## src/rtl/i2s_tx.sv

```systemverilog
// Stereo I2S transmitter: derives MCLK/SCK/LRCK from an 11-bit frame counter
// and serializes one buffered left/right pair per frame onto sdout.
module i2s_tx #(
    parameter int WIDTH = 16
) (
    input  logic             clk,
    input  logic             rst,
    input  logic [WIDTH-1:0] in_left,
    input  logic [WIDTH-1:0] in_right,
    input  logic             in_valid,
    output logic             in_ready,
    output logic             mclk,
    output logic             sck,
    output logic             lrck,
    output logic             sdout,
    output logic             underrun
);

    localparam logic [5:0] WIDTH_SLOTS = 6'(WIDTH);

    logic [10:0]      cnt;
    logic             hold_full;
    logic [WIDTH-1:0] hold_l, hold_r;
    logic [WIDTH-1:0] frame_l, frame_r;
    logic             sdout_q, underrun_q;

    logic             load, xfer, slot_end;
    logic [5:0]       next_slot;
    logic [4:0]       next_pos;
    logic [WIDTH-1:0] word, shifted;
    logic             next_bit;

    assign load      = (cnt == 11'd2047);
    assign xfer      = in_valid & ~hold_full;
    assign slot_end  = (cnt[4:0] == 5'd31);
    assign next_slot = cnt[10:5] + 6'd1;
    assign next_pos  = next_slot[4:0];

    // NOTE: sequential state uses non-blocking (<=) so every register samples
    // pre-edge values; blocking (=) here would make results depend on statement order.
    always_ff @(posedge clk or negedge rst) begin
        if (!rst) begin
            cnt <= '0;
        end else begin
            cnt <= cnt + 11'd1;
        end
    end

    // A full hold register is drained on the load edge, so xfer cannot coincide with it.
    always_ff @(posedge clk or negedge rst) begin
        if (!rst) begin
            hold_full <= 1'b0;
        end else if (load && hold_full) begin
            hold_full <= 1'b0;
        end else if (xfer) begin
            hold_full <= 1'b1;
        end
    end

    // NOTE: the hold data is a storage register qualified by hold_full, so it
    // needs no reset; only the flag that marks it valid is reset.
    always_ff @(posedge clk) begin
        if (xfer) begin
            hold_l <= in_left;
            hold_r <= in_right;
        end
    end

    always_ff @(posedge clk or negedge rst) begin
        if (!rst) begin
            frame_l    <= '0;
            frame_r    <= '0;
            underrun_q <= 1'b0;
        end else begin
            underrun_q <= load & ~hold_full;
            if (load) begin
                frame_l <= hold_full ? hold_l : '0;
                frame_r <= hold_full ? hold_r : '0;
            end
        end
    end

    // Bit for the slot that starts at the next sck falling edge: slot position p
    // (1..WIDTH within a half) carries word[WIDTH-p], i.e. MSB one slot after lrck flips.
    // NOTE: every always_comb output gets a default first so no path leaves it
    // unassigned, which would otherwise infer a latch.
    always_comb begin
        next_bit = 1'b0;
        word     = next_slot[5] ? frame_r : frame_l;
        shifted  = word << (next_pos - 5'd1);
        if (next_pos != 5'd0 && {1'b0, next_pos} <= WIDTH_SLOTS) begin
            next_bit = shifted[WIDTH-1];
        end
    end

    always_ff @(posedge clk or negedge rst) begin
        if (!rst) begin
            sdout_q <= 1'b0;
        end else if (slot_end) begin
            sdout_q <= next_bit;
        end
    end

    assign in_ready = ~hold_full;
    assign mclk     = cnt[2];
    assign sck      = cnt[4];
    assign lrck     = cnt[10];
    assign sdout    = sdout_q;
    assign underrun = underrun_q;

endmodule

```

## config.mk

```make
export PLATFORM = sky130hd
export DESIGN_NAME = i2s_tx
export DESIGN_NICKNAME = d
export VERILOG_FILES = /design/src/rtl/i2s_tx.sv
export SDC_FILE = /design/constraint.sdc
export NUM_CORES = 1
export LEC_CHECK = 0
export ABC_AREA = 0
export BUFFER_PORTS_ARGS = -buffer_cell sky130_fd_sc_hd__buf_2
export CAP_MARGIN = 5
export CORE_MARGIN = 8
export CORE_UTILIZATION = 50
export DETAILED_ROUTE_END_ITERATION = 10
export HOLD_SLACK_MARGIN = 0.08
export PLACE_DENSITY = 0.7
export SETUP_SLACK_MARGIN = 0.15
export SYNTH_ARGS = -nofsm -noshare
export SYNTH_HDL_FRONTEND = slang
export SYNTH_SLANG_ARGS = --single-unit
```

## constraint.sdc

```tcl
create_clock -name clk -period 2.75 [get_ports clk]
set_input_delay 0.4125 -clock clk [delete_from_list [all_inputs] [get_ports clk]]
set_output_delay 0.4125 -clock clk [all_outputs]
set_load 0.02 [all_outputs]
```

After elaboration in Yosys (flattened, before gate mapping)
Index checks and enable logic that the tools add are counted.
Word-level totals
  flip-flop bits (word level): 78
  bits in latches: 0
  bits in writable memories: 0
  memory bits (read-only): 0
  word-level logic and storage cells: 28
  memories kept: 0
Operators by class
  add/subtract/negate cells: 3
  multipliers: 0
  divide/modulo/power cells: 0
  order comparisons: 1
  equality and inequality tests: 2
  shift operators: 1
  multiplexer cells: 6
  bitwise logic cells: 3
  reduce and logical (&&, ||, !) cells: 4
Operators by type and width (number)
  2-to-1 mux 16 bit: 3
  << shifter 16 x 5 -> 16 bit: 1
  adder 11 x 1 -> 11 bit, second input constant: 1
  equality test 11 bit, second input constant: 1
  adder 6 x 1 -> 6 bit, second input constant: 1
  equality test 5 bit, second input constant: 1
  less-or-equal comparator 5 bit, second input constant: 1
  nonzero test 5 bit: 1
  subtractor 5 x 1 -> 5 bit, second input constant: 1
  2-to-1 mux 1 bit: 3
  bitwise AND 1 bit: 2
  logical AND 1 bit: 2
  nonzero test 2 bit: 1
  inverter 1 bit: 1

Depth between registers and ports, before layout
Gate-level depths: netlist of the first run.
  word-level depth: 4
  mapped depth: 8

Worst setup path after synthesis of the first run
No wires, ideal clock.
  path type: flip-flop to flip-flop
  start: reg hold_full
  end: reg hold_l[0], enable pin
  library setup time: 0.426 ns
  arrival time: 2.008 ns
  required time: 2.324 ns
  path slack: 0.316 ns
  stages on the path, launching flop included: 3
  buffers on the path: 1
  path through: dfrtp_1 clkbuf_1 nor2b_1
Between the ends
  word-level cells in the longest chain between the ends: 2
RTL lines
  from (decl): RTL line 22  | logic hold_full;
  from (signal assigned): RTL line 52  | hold_full <= 1'b0;
  from (signal assigned): RTL line 54  | hold_full <= 1'b0;
  from (signal assigned): RTL line 56  | hold_full <= 1'b1;
  inverter 1 bit: RTL line 34  | assign xfer = in_valid & ~hold_full;
  bitwise AND 1 bit: RTL line 34
  via xfer: RTL line 27  | logic load, xfer, slot_end;
  to (signal assigned): RTL line 64  | hold_l <= in_left;
  to (decl): RTL line 23  | logic [WIDTH-1:0] hold_l, hold_r;
The timed path passes the listed nets, and every way through them passes these cells.
A chain may end at the register's enable or synchronous reset.

Worst setup path after layout of the first run
  start: reg cnt[10]
  end: reg sdout_q (netlist: sdout)
Between the ends
  word-level cells in the longest chain between the ends: 4
RTL lines
  from (decl): RTL line 21  | logic [10:0] cnt;
  from (signal assigned): RTL line 45  | cnt <= cnt + 11'd1;
  adder 6 x 1 -> 6 bit: RTL line 36  | assign next_slot = cnt[10:5] + 6'd1;
  2-to-1 mux 16 bit: RTL line 89  | word = next_slot[5] ? frame_r : frame_l;
  << shifter 16 x 5 -> 16 bit: RTL line 90  | shifted = word << (next_pos - 5'd1);
  2-to-1 mux 1 bit: RTL line 91  | if (next_pos != 5'd0 && {1'b0, next_pos} <= WIDTH_SLOTS) begin
  to (signal assigned): RTL line 100  | sdout_q <= next_bit;
  to (decl): RTL line 25  | logic sdout_q, underrun_q;
Every way passes these cells.

==> results of run 1 <==
[worst min-delay path by stage]
| stage | startpoint | endpoint | slack, ns | cells past startpoint |
|---|---|---|---|---|
| CTS | in_left[3] | hold_l[3] | 0.21 | 1 |
| floorplan | rst | cnt[0] | 0.12 | 0 |
| global placement | frame_l[8] | frame_l[8] | 0.46 | 2 |
| detailed placement | cnt[0] | cnt[0] | 0.47 | 1 |
| global route | in_left[10] | hold_l[10] | 0.21 | 1 |
| finish | rst | cnt[2] | 0.21 | 1 |
[synth_stat cells, types with 2 or more instances]
library cell  count  area share, %
mux2_2            3            1.0
inv_1             5           0.57
nand3_1           4           0.61
xnor2_1           6            1.6
buf_6             2           0.69
o21ai_0          35            5.4
dfrtp_1          46             35
clkbuf_1         12            1.4
xnor2_2           2           0.99
ha_1              4            1.5
nand2_1          76            8.7
nor3_1            2           0.31
nor2_1            9            1.0
a2111oi_0         3           0.80
edfxtp_1         32             29
xor2_1            4            1.1
a221oi_1          5            1.3
mux2i_1           5            1.5
nor2b_1           3           0.57
nand4_1           4           0.76
[where the power goes]
group | switching, mW | internal (mW)
Sequential | 0.0107 | 1.23
Clock | 0.403 | 0.537
Combinational | 0.0417 | 0.0278
Total | 0.455 | 1.80
[through the flow]
step	hold slack, ns	cell area (um2)	total power [mW]
after floorplan	0.117	3270	1.29
after detailed placement	0.473	3520	1.34
after global placement	0.464	3520	1.34
after CTS	0.213	3750	2.28
final	0.214	3750	2.25
after global routing	0.214	3750	2.33
[per-layer routing]
layer | track usage, % | vias up | routed length (um)
li1 | - | 1051 | -
met1 | 16.8 | 969 | 2760
met2 | 19.5 | 48 | 2770
met3 | 4.20 | 10 | 242
met4 | 6.39 | 0 | 116
met5 | 0 | - | 0
[final cells by class]
cell class              count  area share [%]
repair buffers             44            6.15
clock inverters             5            2.20
clock buffers              11            3.77
well taps                  77            2.57
flip-flops and latches     78            56.4
inverters                   5           0.501
multi-input cells         181            28.4
[state kept, by name, summed over array words and instances (netlist names)]
signal and count:
hold_r 16, cnt 11, hold_l 16, sdout 1, underrun 1, hold_full 1
frame_l 16, frame_r 16
[kinds of logic (layout without fill, tap and decap cells)]
group / Yosys count / in the layout
and+or+nand+nor: 104 / 104
DFF: 78 / 78
AOI/OAI and AO/OA: 51 / 51
buffers and inverters: 21 / 65
xor gates and xnor gates: 12 / 12
muxes: 10 / 10
adders and majority gates: 4 / 4
[worst register-to-register path: cells and delay by family (launching register included)]
kind	cells	cell delay, ns
flops	1	0.53
mux	1	0.13
compound gates	3	0.88
xor+xnor	1	0.46
buf+inv	1	0.22
==> impl_results.md, run 1 <==
* Status: completed
* Vias in the first global route at approximately 2100
* Worst path depth at 6
* XOR/XNOR share of the synthesized area at under 10%
* Hold-fix buffers at CTS at 0
* Cell-by-cell trace of the critical path: inv_1 > xnor2_2 > mux2i_1 > a2111oi_0 > a2111oi_0 > a311oi_1
* Cell Area, Synth at between 3000 and 4000 um2
* TritonCTS buffer count at 9
* Starting density of the core at 51.5%
* Area growth from synthesis to layout at 14.4%
* Worst-Skew Late Latency at between 0.3 and 0.4 ns
* Rows at 29
* CP Capture Type: flop
* Crit path top cell by count: a2111oi_0
* Worst endpoint required time at between 3 and 4 ns
* Commonest cells after routing, fill and taps aside: nand2_1, dfrtp_1, buf_2
* Post-synthesis sequential area ratio at between 60 and 70%
* Setup crit start: cnt[10]
* Crit path max fanout at 8
* Clock sinks at a little under 80
* Main synth FF type: dfrtp_1
* Mean post-synth cell area at roughly 12 um2
* Yosys warns at 0
* Total track usage at around an eighth
* PwrDens at approximately 600 nW/um2
* Buffers added on ports at 40
* Synth Area in Adders at under 10%
* MaxCap Viol Count at 0
* R2R Setup Slk at roughly 0.44 ns
* Critical path type: flop to flop
* Fin crit share at roughly 84%
* Initial antenna violation count at 0
* Placer congestion estimate at 0.868
* Max_slew headroom at between 30% and 40%
* # fillers at 534
* Simple-Gate Fraction of Synth Area at between 10% and 20%
* Diodes inserted at 0
* Reg clk slew, reported paths at about 0.080 ns
* Drt drc at 0
* Compound-cell area share of the yosys netlist at 9.48%
* CTS tree: yes
* Layout cells sized above 1 at roughly 22%
* Peak VDD IR at roughly 0.4 mV
* H-tree Lvls at 3
* Commonest non-fill, non-tap cell in the layout: nand2_1
* FF+latch count, synth at 78
* Pin count of the biggest net entering global routing at 67
* Main combinational cell family by area after synthesis: simple AND/OR/NAND/NOR gates
* Root buf cell: clkbuf_8
* Max Root-Sink Buffers at 2
* Area of the multi-input gates at 1060 um2
* Post-CTS setup buffer count at 0
* Count of cell types in the netlist at 38
* Die Area at between 9000 and 10000 um2
* Slowest stage delay, CP at ~0.53 ns
* Final ANT Viol Nets at 0
* CP Launch Type: flop
* Worst r2r path cells at 6
* Remaining Overflow, GRT at 0
* Drt total wl at around 5.9 mm
* Post-synth EDFFs at 32
* Slowest-stage cell, CP: dfrtp_1
* Delay-heaviest family, CP: compound AO/OA/AOI/OAI gates
* Inst Count DP at ~390
* Leakage at about 1.7 nW
* Setup Skew at between 0.007 and 0.008 ns
* Max Fclk at approximately 430 MHz
* Final hold vios at 0
* CORE AREA at 6350 um2
* Critical Path End: sdout
* First-pass GRT wire length at slightly below 10 mm
* Max Slew Vio Count at 0
* RSZ-0062 raised after global routing: false
* Buffers & Inverters on Critical Path at 1
* HP Class: input port to async pin
* Dpl ws at about 0.48 ns
* Asr flop ratio synth at roughly three fifths
* Synth Instances at 280
* Post-CTS sizing at 0
* CP Data Arrival Time at 2.58 ns
* Worst Tran Pin Value at 0.977 ns
* DP HPWL at roughly 4.2 mm
* Final Setup Violations at 0
* Setup WS post-layout at approximately 0.44 ns
* Register area at 2110 um2
* First-pass DRT Iterations at 4
* Period minus WS final at approximately 2.3 ns
* Reg2reg end: sdout
* I/O pin count at 41
* Wirelength per Cell at between 10 and 15 um
* Via density at between 5 and 6
* Mux contribution to synthesized area at roughly 3.7%
* Syn nets at 319
* Die Height at between 90 and 100 um
* Post-route core utilization at 59.0%
* Fin cells at around 400
* Total number of vias at approximately 2100
* NumNets Final at approximately 360
* FF-to-FF Start: cnt[10]
* Drt initial violations at between 100 and 150
* Setup TNS Final at 0 ns
* Die width at between 90 and 100 um
Power figures use the tool's default switching activity.
==> inputs of run 2 (changes only) <==
--- a/config.mk
+++ b/config.mk
@@ -5,14 +5,14 @@
 export SDC_FILE = /design/constraint.sdc
 export NUM_CORES = 1
 export LEC_CHECK = 0
-export ABC_AREA = 0
+export ABC_AREA = 1
 export BUFFER_PORTS_ARGS = -buffer_cell sky130_fd_sc_hd__buf_2
 export CAP_MARGIN = 5
 export CORE_MARGIN = 8
 export CORE_UTILIZATION = 50
 export DETAILED_ROUTE_END_ITERATION = 10
 export HOLD_SLACK_MARGIN = 0.08
-export PLACE_DENSITY = 0.7
+export PLACE_DENSITY = 0.73
 export SETUP_SLACK_MARGIN = 0.15
 export SYNTH_ARGS = -nofsm -noshare
 export SYNTH_HDL_FRONTEND = slang
==> constraint.sdc (replaced) <==
create_clock -name clk -period 2 [get_ports clk]
set_input_delay 0.3 -clock clk [delete_from_list [all_inputs] [get_ports clk]]
set_output_delay 0.3 -clock clk [all_outputs]
set_load 0.02 [all_outputs]
==> impl_results.md, run 2 <==
* Cell-by-cell trace of the critical path: nand3_1 > o21ai_2 > nand2_2 > o21ai_1 > inv_1 > nor2_1 > nand2_1 > nand3_1 > nand3_1 > nand2_1
* Metal-1 WL at 3.18 mm (+15%)
* TritonCTS buffer count at 9 (unchanged)
* Met2 Routed Length at 3.59 mm (+30%)
* CP Data Arrival Time at 2.05 ns (-0.53 ns)
* Total track usage at 14.2% (+1.1 points)
* Main synth FF type: dfrtp_1
* Commonest non-fill, non-tap cell in the layout: nand2_1
* Rows at 30 (+3.4%)
* Post-synthesis sequential area ratio at 61.3% (-3.2 points)
* Fin crit share at 87.7% (+3.6 points)
* Met3 wire length at 283 um (+17%)
* DP HPWL at 4.45 mm (+4.8%)
* Asr flop ratio synth at 59.0% (unchanged)
* Worst-Skew Late Latency at 0.35 ns (about the same)
* Drt total wl at 7.24 mm (+23%)
* Starting density of the core at 51.3% (-0.28 points)
* Period minus WS final at 1.75 ns (-0.558 ns)
* Diodes inserted at 0 (unchanged)
* Root buf cell: clkbuf_8
* Most common cell in the netlist: nand2_1
* Final hold vios at 0 (unchanged)
* HP Class: input port to flop
* Cell Area, Synth at 3440 um2 (+5.2%)
* Slowest stage delay, CP at 0.45 ns (-0.08 ns)
* Buffers & Inverters on Critical Path at 1 (unchanged)
* Via density at 5.29 (+2.2%)
* Wirelength per Cell at 15.6 um (+6.6%)
* Critical path type: flop to flop
* NumNets Final at 417 (+16%)
* Total number of vias at 2451 (+18%)
* Synth Instances at 328 (+17%)
* CORE AREA at 6720 um2 (+5.8%)
* CTS tree: yes
* Mean post-synth cell area at 10.5 um2 (-10%)
* Final Power at 3.13 mW (+39%)
* Reg clk slew, reported paths at 0.08 ns (about the same)
* Setup Skew at 0.00944 ns (+0.00219 ns)
* Crit path top cell by count: nand3_1
* Drt initial violations at 175 (+38%)
* First-pass DRT Iterations at 4 (unchanged)
* FF+latch count, synth at 78 (unchanged)
* Placer congestion estimate at 0.847 (-2.4%)
* Post-synth EDFFs at 32 (unchanged)
* # fillers at 544 (+1.9%)
* Syn nets at 367 (+15%)
* Layout cells sized above 1 at 26.6% (+4.4 points)
* PwrDens at 759 nW/um2 (+26%)
* Delay-heaviest family, CP: simple AND/OR/NAND/NOR gates
* RSZ-0062 raised after global routing: true
* Top-area cell type share of the netlist area at 33.4% (-1.8 points)
* Clock sinks at 78 (unchanged)
* Drt drc at 0 (unchanged)
* Die width at 99 um (+2.2%)
* Status: completed
* Count of cell types in the netlist at 29 (-24%)
* Area growth from synthesis to layout at 19.8%
* Worst Tran Pin Value at 0.475 ns (-0.502 ns)
* Pin count of the biggest net entering global routing at 47 (-30%)
* Yosys warns at 0 (unchanged)
* Max Fclk at 570 MHz (+32%)
* Die Area at 9800 um2 (+4.4%)
* I/O pin count at 41 (unchanged)
* Largest cells by area after synthesis: dfrtp_1, edfxtp_1, nand2_1
* Setup TNS Final at 0 ns (unchanged)
* H-tree Lvls at 3 (unchanged)
* Crit path max fanout at 12 (+4)
* Leakage at 1.90 nW (+12%)
* CP Launch Type: flop
* Highest routed metal layer: met4
* CP Capture Type: flop
* Peak VDD IR at 0.609 mV (+55%)
* Buffers added on ports at 40 (unchanged)
* Remaining Overflow, GRT at 0 (unchanged)
* Dpl ws at 0.174 ns (-0.304 ns)
* Max Root-Sink Buffers at 2 (unchanged)
* Final ANT Viol Nets at 0 (unchanged)
* Slowest-stage cell, CP: dfrtp_2
* Worst endpoint required time at 2.29 ns (-0.72 ns)
* Initial antenna violation count at 0 (unchanged)
* Max Slew Vio Count at 0 (unchanged)
* Final Setup Violations at 0 (unchanged)
* Commonest cells after routing, fill and taps aside: nand2_1, nand3_1, dfrtp_1
* Vias in the first global route at 2385 (+15%)
* Leading area contributor after synthesis: dfrtp_1
* Synth cell count leaders: nand2_1, nand3_1, dfrtp_1, o21ai_0, edfxtp_1
* Die Height at 99 um (+2.2%)
* First-pass GRT wire length at 10.9 mm (+11%)
* Max_slew headroom at 68.3% (+33 points)
* MaxCap Viol Count at 0 (unchanged)
* Setup WS post-layout at 0.245 ns (-0.192 ns)
run 2: cell count changes in the layout (fill, tap and decap cells not counted), sizes merged, moves of 6 or more:
cell,change
nand3,+54
inv,+20
buf,+7
xnor2,-7
nand2,-6
nor2,+6
run 2: cell type report:
| type | instances | area [um2] | area share [%] |
|---|---|---|---|
| multi-input combinational | 210 | 1150 | 28.0 |
| timing repair buffer | 55 | 422 | 10.2 |
| sequential | 78 | 2120 | 51.3 |
| clock inverter | 7 | 121 | 2.94 |
| tap | 80 | 100 | 2.42 |
| clock buffer | 9 | 124 | 3.00 |
| inverter | 24 | 90.1 | 2.18 |
run 2: per-layer routing:
| layer | vias to the layer above | track usage (%) |
|---|---|---|
| li1 | 1200 | - |
| met1 | 1170 | 16.6 |
| met2 | 64 | 23.4 |
| met3 | 17 | 3.31 |
| met4 | 0 | 8.26 |
| met5 | - | 0 |
run 2: worst reg2reg max path: cells and delay by family, from the launching register on:
| kind | cells | cell delay (ns) |
|---|---|---|
| AOI/OAI and AO/OA | 2 | 0.40 |
| and+or+nand+nor | 7 | 0.79 |
| buffers and inverters | 1 | 0.06 |
| DFF | 1 | 0.45 |
run 2: path summary, 6_finish.rpt:
path	startpoint	endpoint	slack, ns	cells after the start
worst max-delay path	cnt[7]	sdout	0.25	10
worst min-delay path	in_right[5]	hold_r[5]	0.12	1
worst max register to register	cnt[7]	sdout	0.25	10
worst min register to register	cnt[0]	cnt[0]	0.46	1
max in group asynchronous	rst	frame_r[5]	1.32	3
min in group asynchronous	rst	cnt[2]	0.46	3
run 2: per-stage QoR:
stage               hold slack [ns]  utilization (%)  cells  cell area [um2]
floorplan                   0.00441                -    328             3440
detailed placement            0.298             55.6    440             3730
finish                        0.116             61.4    463             4130
global route                 0.0969             61.4    463             4130
global placement              0.297             55.6    440             3730
CTS                           0.102             59.4    457             3990
run 2: logic make-up (layout without fill, tap and decap cells):
family / after synthesis / after routing / share of synthesized area (%)
simple gates: 147 / 147 / 20.8
flops: 78 / 78 / 61.3
compound gates: 48 / 48 / 7.81
buf+inv: 40 / 95 / 5.74
xor+xnor: 10 / 10 / 2.54
fa+ha+maj: 4 / 4 / 1.45
mux: 1 / 1 / 0.327
run 2: report_power, final:
part           switching (mW)  total (mW)  internal (mW)
combinational          0.0255      0.0536         0.0281
sequential                  0        1.67           1.67
clock                   0.581        1.41          0.832
total                   0.607        3.13           2.53
run 2: timing repair:
item                                    CTS  global route
gates resized for setup                   1            13
gates cloned                              0             4
setup buffers                             0             2
endpoints found under the setup margin    1             9
hold endpoints to repair                 46             0
hold buffers                              1             0
pin swaps                                 0             3
